## src/rtl/four_bit_full_adder_subtractor_if.sv

```systemverilog
// Operand and flag bundle for the 4-bit adder/subtractor slice.
// The master drives operands and mode; the slave returns the registered result and flags.
interface four_bit_full_adder_subtractor_if;
  logic [3:0] a;
  logic [3:0] b;
  logic       cin;
  logic       control;
  logic [3:0] result;
  logic       cout;
  logic       overflow;
  logic       zero;

  modport master (
    output a, b, cin, control,
    input  result, cout, overflow, zero
  );

  modport slave (
    input  a, b, cin, control,
    output result, cout, overflow, zero
  );
endinterface

```

## src/rtl/four_bit_full_adder_subtractor.sv

```systemverilog
// Registered 4-bit ripple-carry adder/subtractor with carry/borrow-in.
// It produces the result together with carry/borrow, signed-overflow and zero flags, one clock after the operands.
module four_bit_full_adder_subtractor (
  input logic                            clk,
  input logic                            rst,
  four_bit_full_adder_subtractor_if.slave bus
);

  // One full-adder stage: returns {carry_out, sum}.
  function automatic logic [1:0] full_adder(input logic x, input logic y, input logic c);
    logic s;
    logic co;
    s  = x ^ y ^ c;
    co = (x & y) | (x & c) | (y & c);
    return {co, s};
  endfunction

  // Four chained stages: returns {c4, c3, sum[3:0]}.
  function automatic logic [5:0] ripple(input logic [3:0] x, input logic [3:0] y, input logic c0);
    logic [3:0] s;
    logic [1:0] st;
    logic       c;
    logic       c3;
    c  = c0;
    c3 = 1'b0;
    s  = 4'b0000;
    for (int i = 0; i < 4; i++) begin
      st   = full_adder(x[i], y[i], c);
      s[i] = st[0];
      if (i == 3) begin
        c3 = c;
      end else begin
        c3 = c3;
      end
      c = st[1];
    end
    return {c, c3, s};
  endfunction

  logic [3:0] b_eff_s;
  logic       c0_s;
  logic [5:0] core_s;
  logic [3:0] sum_s;
  logic       cout_s;
  logic       overflow_s;
  logic       zero_s;

  logic [3:0] result_r;
  logic       cout_r;
  logic       overflow_r;
  logic       zero_r;

  // Subtraction inverts the B side and the carry-in, so cout is flipped back into an active-high borrow.
  always_comb begin
    b_eff_s    = bus.b ^ {4{bus.control}};
    c0_s       = bus.cin ^ bus.control;
    core_s     = ripple(bus.a, b_eff_s, c0_s);
    sum_s      = core_s[3:0];
    cout_s     = core_s[5] ^ bus.control;
    overflow_s = core_s[5] ^ core_s[4];
    zero_s     = (sum_s == 4'b0000);
  end

  // Output register: it captures on every edge and clears at once on reset.
  always_ff @(posedge clk or posedge rst) begin
    if (rst) begin
      result_r   <= 4'b0000;
      cout_r     <= 1'b0;
      overflow_r <= 1'b0;
      zero_r     <= 1'b1;
    end else begin
      result_r   <= sum_s;
      cout_r     <= cout_s;
      overflow_r <= overflow_s;
      zero_r     <= zero_s;
    end
  end

  assign bus.result   = result_r;
  assign bus.cout     = cout_r;
  assign bus.overflow = overflow_r;
  assign bus.zero     = zero_r;

endmodule

```

## src/flat_wrapper.sv

```systemverilog
// flat-port wrapper written by rule: the top's interface ports become plain ports
module four_bit_full_adder_subtractor_flat 
  (clk, rst, bus_a, bus_b, bus_cin, bus_control, bus_result, bus_cout, bus_overflow, bus_zero);
  four_bit_full_adder_subtractor_if bus_i ();
  input logic clk;
  input logic rst;
  input wire logic [$bits(bus_i.a)-1:0] bus_a;
  input wire logic [$bits(bus_i.b)-1:0] bus_b;
  input wire logic [$bits(bus_i.cin)-1:0] bus_cin;
  input wire logic [$bits(bus_i.control)-1:0] bus_control;
  output wire logic [$bits(bus_i.result)-1:0] bus_result;
  output wire logic [$bits(bus_i.cout)-1:0] bus_cout;
  output wire logic [$bits(bus_i.overflow)-1:0] bus_overflow;
  output wire logic [$bits(bus_i.zero)-1:0] bus_zero;
  assign bus_i.a = bus_a;
  assign bus_i.b = bus_b;
  assign bus_i.cin = bus_cin;
  assign bus_i.control = bus_control;
  assign bus_result = bus_i.result;
  assign bus_cout = bus_i.cout;
  assign bus_overflow = bus_i.overflow;
  assign bus_zero = bus_i.zero;
  four_bit_full_adder_subtractor u_core (.clk(clk), .rst(rst), .bus(bus_i));
endmodule
```

## config.mk

```make
export PLATFORM = sky130hd
export DESIGN_NAME = four_bit_full_adder_subtractor_flat
export DESIGN_NICKNAME = d
export VERILOG_FILES = /design/src/rtl/four_bit_full_adder_subtractor_if.sv /design/src/rtl/four_bit_full_adder_subtractor.sv /design/src/flat_wrapper.sv
export SDC_FILE = /design/constraint.sdc
export NUM_CORES = 1
export LEC_CHECK = 0
export BUFFER_PORTS_ARGS = -buffer_cell sky130_fd_sc_hd__buf_2
export CAP_MARGIN = 20
export CORE_AREA = 2 2 39 41
export DETAILED_ROUTE_END_ITERATION = 8
export DIE_AREA = 0 0 41 43
export PLACE_DENSITY = 0.6
export SYNTH_ARGS = -nofsm -noshare
export SYNTH_HDL_FRONTEND = slang
export SYNTH_SLANG_ARGS = --single-unit
```

## constraint.sdc

```tcl
create_clock -name clk -period 0.9 [get_ports clk]
set_input_delay 0.09 -clock clk [delete_from_list [all_inputs] [get_ports clk]]
set_output_delay 0.09 -clock clk [all_outputs]
set_load 0.05 [all_outputs]
```

# Word level (Yosys, flattened, before mapping)
# Cells that the tools add are included.
# totals
regBits,7
in_bits,12
# classes
bitwise,32
n_reduce_logical,1
# ops
operator,count
$and 1x1->1,12
$xor 1x1->1,11
$or 1x1->1,8
$logic_not 4->1,1
$xor 4x4->4,1

# Logic depth before layout (Yosys ltp)
# depth
word_depth,14
ltp_mapped,9
depth_no_buf,8

# Worst setup path before layout
# Ideal clock, no wire load.
# synth_path
path_type,input -> register
start,input bus_control
end,register u_core.zero_r (netlist: u_core.bus.zero)
arrival_ns,2.050
t_required_ns,0.837
slack_ns,-1.213
cell_stages,9
path_cell_list,buf_6 -> xnor2_1 -> fa_1 -> inv_1 -> fa_1 -> inv_1 -> fa_1 -> fa_1 -> and4b_1
# synth_between
elab_chain_len,12
elab_cells_between_ends,26
classes_between,25 x bitwise; 1 x reduce/logical
# synth_rtl
item,line,rtl
from (decl),flat_wrapper.sv:10,input wire logic [$bits(bus_i.control)-1:0] bus_control;
$xor 4x4->4 or $xor 1x1->1 (tied branches),"four_bit_full_adder_subtractor.sv:55, four_bit_full_adder_subtractor.sv:56",
$and 1x1->1,four_bit_full_adder_subtractor.sv:14,co = (x & y) | (x & c) | (y & c);
$or 1x1->1 (2 in series),four_bit_full_adder_subtractor.sv:14,
$and 1x1->1,four_bit_full_adder_subtractor.sv:14,
$or 1x1->1 (2 in series),four_bit_full_adder_subtractor.sv:14,
$and 1x1->1,four_bit_full_adder_subtractor.sv:14,
$or 1x1->1 (2 in series),four_bit_full_adder_subtractor.sv:14,
$xor 1x1->1,four_bit_full_adder_subtractor.sv:13,s = x ^ y ^ c;
$logic_not 4->1 *,four_bit_full_adder_subtractor.sv:61,zero_s = (sum_s == 4'b0000);
via u_core.zero_s,four_bit_full_adder_subtractor.sv:46,logic zero_s;
to (signal assigned),four_bit_full_adder_subtractor.sv:75,zero_r <= zero_s;
to (decl),four_bit_full_adder_subtractor.sv:51,logic zero_r;
# The timed path passes the listed nets; every way through them passes the cells marked *.

# Worst setup path in the final report
# Ends and elaborated chain as after synthesis.

==> metrics <==
Via density=around 3.8; unrepaired setup endpoints after global routing=true; Die Area=0.00176 mm²; placed insts=64; vias in the first global route=between 200 and 300; Worst Path Arrival=2.02 ns; clock-pin slew on the worst setup and hold paths=about 0.05 ns; Finished Layout Cells=between 60 and 70; MaxCap Viol Count=0; Iter 0 DRT Violations=0; DRT Wirelength=approximately 570 µm; Critical Path RT=1.08 ns; clk sinks=7; Vias=264; dpl ws=-1.24 ns; CTS Buffer Depth=2; gr ovfl total=0; standard-cell row count=14; largest net degree at the start of global routing=8; violated checks=setup timing; PwrDens=between 2000 and 2500 mW/mm²; DIE HEIGHT=43 µm; Yosys cell types=9; Worst Hold Depth=2; total track usage=8.98%; maximum fanout along the worst path=3; Final Hold Viols=0; Die X=approximately 41 µm; final worst slack=-0.932 ns; # Post-CTS Setup Buffers=0; crit share post-route=204%; first-pass GRT wire length=945 µm; top cells by area, synth=dfrtp_1 39%, fa_1 21%, xnor2_1 12%; Core ar.=0.00138 mm²; Max-slew headroom=84.1%; drc violations=0; Syn Std Cell Area=around 380 µm²; Top Ports=19; Filler cells=roughly 140; final slew viol count=0; FMAX=~550 MHz; average wire per standard cell=between 8 and 9 µm; final setup fails=7; Worst Setup Start Kind=input pin; VDD IR max=~0.55 mV; CTS tree=built; synthesized flop and latch total=7; Worst Max-Slew Pin Slew=between 0.2 and 0.25 ns; worst min path class=input pin to flop; I/O Buffers=18; clock root buffer=clkbuf_4; fin nets=70; H-tree depth=1; P_leak=between 0.0003 and 0.0004 µW; post-route ant nets=0; diode count=0; Area growth, synth to finish=65.5%; Synth Net Count=45; fraction of layout instances using a drive strength above 1=between 60% and 70%; drt pass-1 iters=1; Synth warnings=0; syn avg cell area=13.1 µm²; share of the synthesized area in the top cell type=39.5%; Num CTS Buffers=3; post-synthesis sequential area ratio=46.4%; antenna violations before repair=0; final worst path period need=1.83 ns; Post-DP HPWL=roughly 520 µm; post-synthesis cell count=29; Yosys top cell by area=dfrtp_1; worst setup path class=input pin to flop; Initial Utilization=between 20% and 30%; CP Capture Type=flop; GP Congestion=0.628; status=finished with violations
[logic make-up after synthesis]
kind of cell,synth area share [%]
buffers and inverters,11.8
adders and majority gates,21.1
xor gates and xnor gates,18.1
DFF,46.4
and+or+nand+nor,2.63
[routing by layer]
metal | track usage [%] | routed length [µm] | vias up
li1 | - | - | 127
met5 | 0 | 0 | -
met2 | 14.1 | 334 | 15
met4 | 12.0 | 0 | 0
met3 | 1.57 | 52 | 0
met1 | 7.46 | 186 | 122
[cells in the final DEF (no fill, tap or decap), drive strengths merged]
cell type	synthesis	layout
xor2	2	2
dfrtp	6	6
buf	1	20
clkbuf	0	4
and4b	1	1
fa	4	4
xnor2	5	5
inv	9	9
dlygate4sd3	0	1
dfstp	1	1
[worst max-delay path: stages]
cell and delay (ns):
buf_12 0.11, xnor2_4 0.13, fa_2 0.35, inv_2 0.06
fa_1 0.16, inv_2 0.04, fa_2 0.35, fa_2 0.54
and4b_1 0.18
[state kept, by name, summed over array words and instances (netlist names)]
register             flops
u_core.bus.zero          1
u_core.bus.cout          1
u_core.bus.overflow      1
u_core.bus.result        4
[through the flow]
step           setup TNS [ns]  hold slack (ns)  utilization [%]  area [µm²]  power, µW
6_report                -4.02            0.145             45.5         629       1410
4_1_cts                 -4.02            0.139             44.1         611       1380
3_5_place_dp            -6.01           0.0150             37.6         520       1020
2_1_floorplan           -5.41           -0.107                -         415        879
5_1_grt                 -4.32            0.158             45.5         629       1510
3_3_place_gp            -5.88           0.0182             37.6         520       1010
[cell usage after synthesis]
cell / n
inv_1: 9
dfrtp_1: 6
xnor2_1: 5
fa_1: 4
and4b_1: 1
buf_6: 1
dfstp_2: 1
xor2_1: 1
xor2_2: 1
[cell type report]
type | count | area, µm² | area share [%]
inverters | 9 | 33.8 | 5.37
well taps | 16 | 20.0 | 3.18
multi-input cells | 12 | 193 | 30.6
flip-flops and latches | 7 | 176 | 28.0
repair buffers | 21 | 180 | 28.6
clock buffers | 4 | 26.3 | 4.17
[report_power, final]
| part | leakage (µW) | switching, µW | internal (µW) |
|---|---|---|---|
| Sequential | 0.0000803 | 34.0 | 400 |
| Combinational | 0.000218 | 425 | 281 |
| Clock | 0.0000150 | 101 | 168 |
| Total | 0.000314 | 560 | 848 |
[what timing repair did]
| action | in CTS | in global routing |
|---|---|---|
| resized for setup | 16 | 6 |
| setup endpoints to repair | 13 | 12 |
| hold endpoints to repair | 7 | 0 |
| pin swaps | 1 | 0 |
| hold buffers | 1 | 0 |
[path summary, 6_finish.rpt]
path | startpoint | endpoint | slack, ns
min in group asynchronous | rst | u_core.bus.result[3]$_DFF_PP0_ | 0.30
max | bus_control | u_core.bus.zero$_DFF_PP1_ | -0.93
max in group asynchronous | rst | u_core.bus.zero$_DFF_PP1_ | 0.34
min | bus_a[1] | u_core.bus.result[1]$_DFF_PP0_ | 0.14
Note: power is estimated with default switching activity, not from simulation.
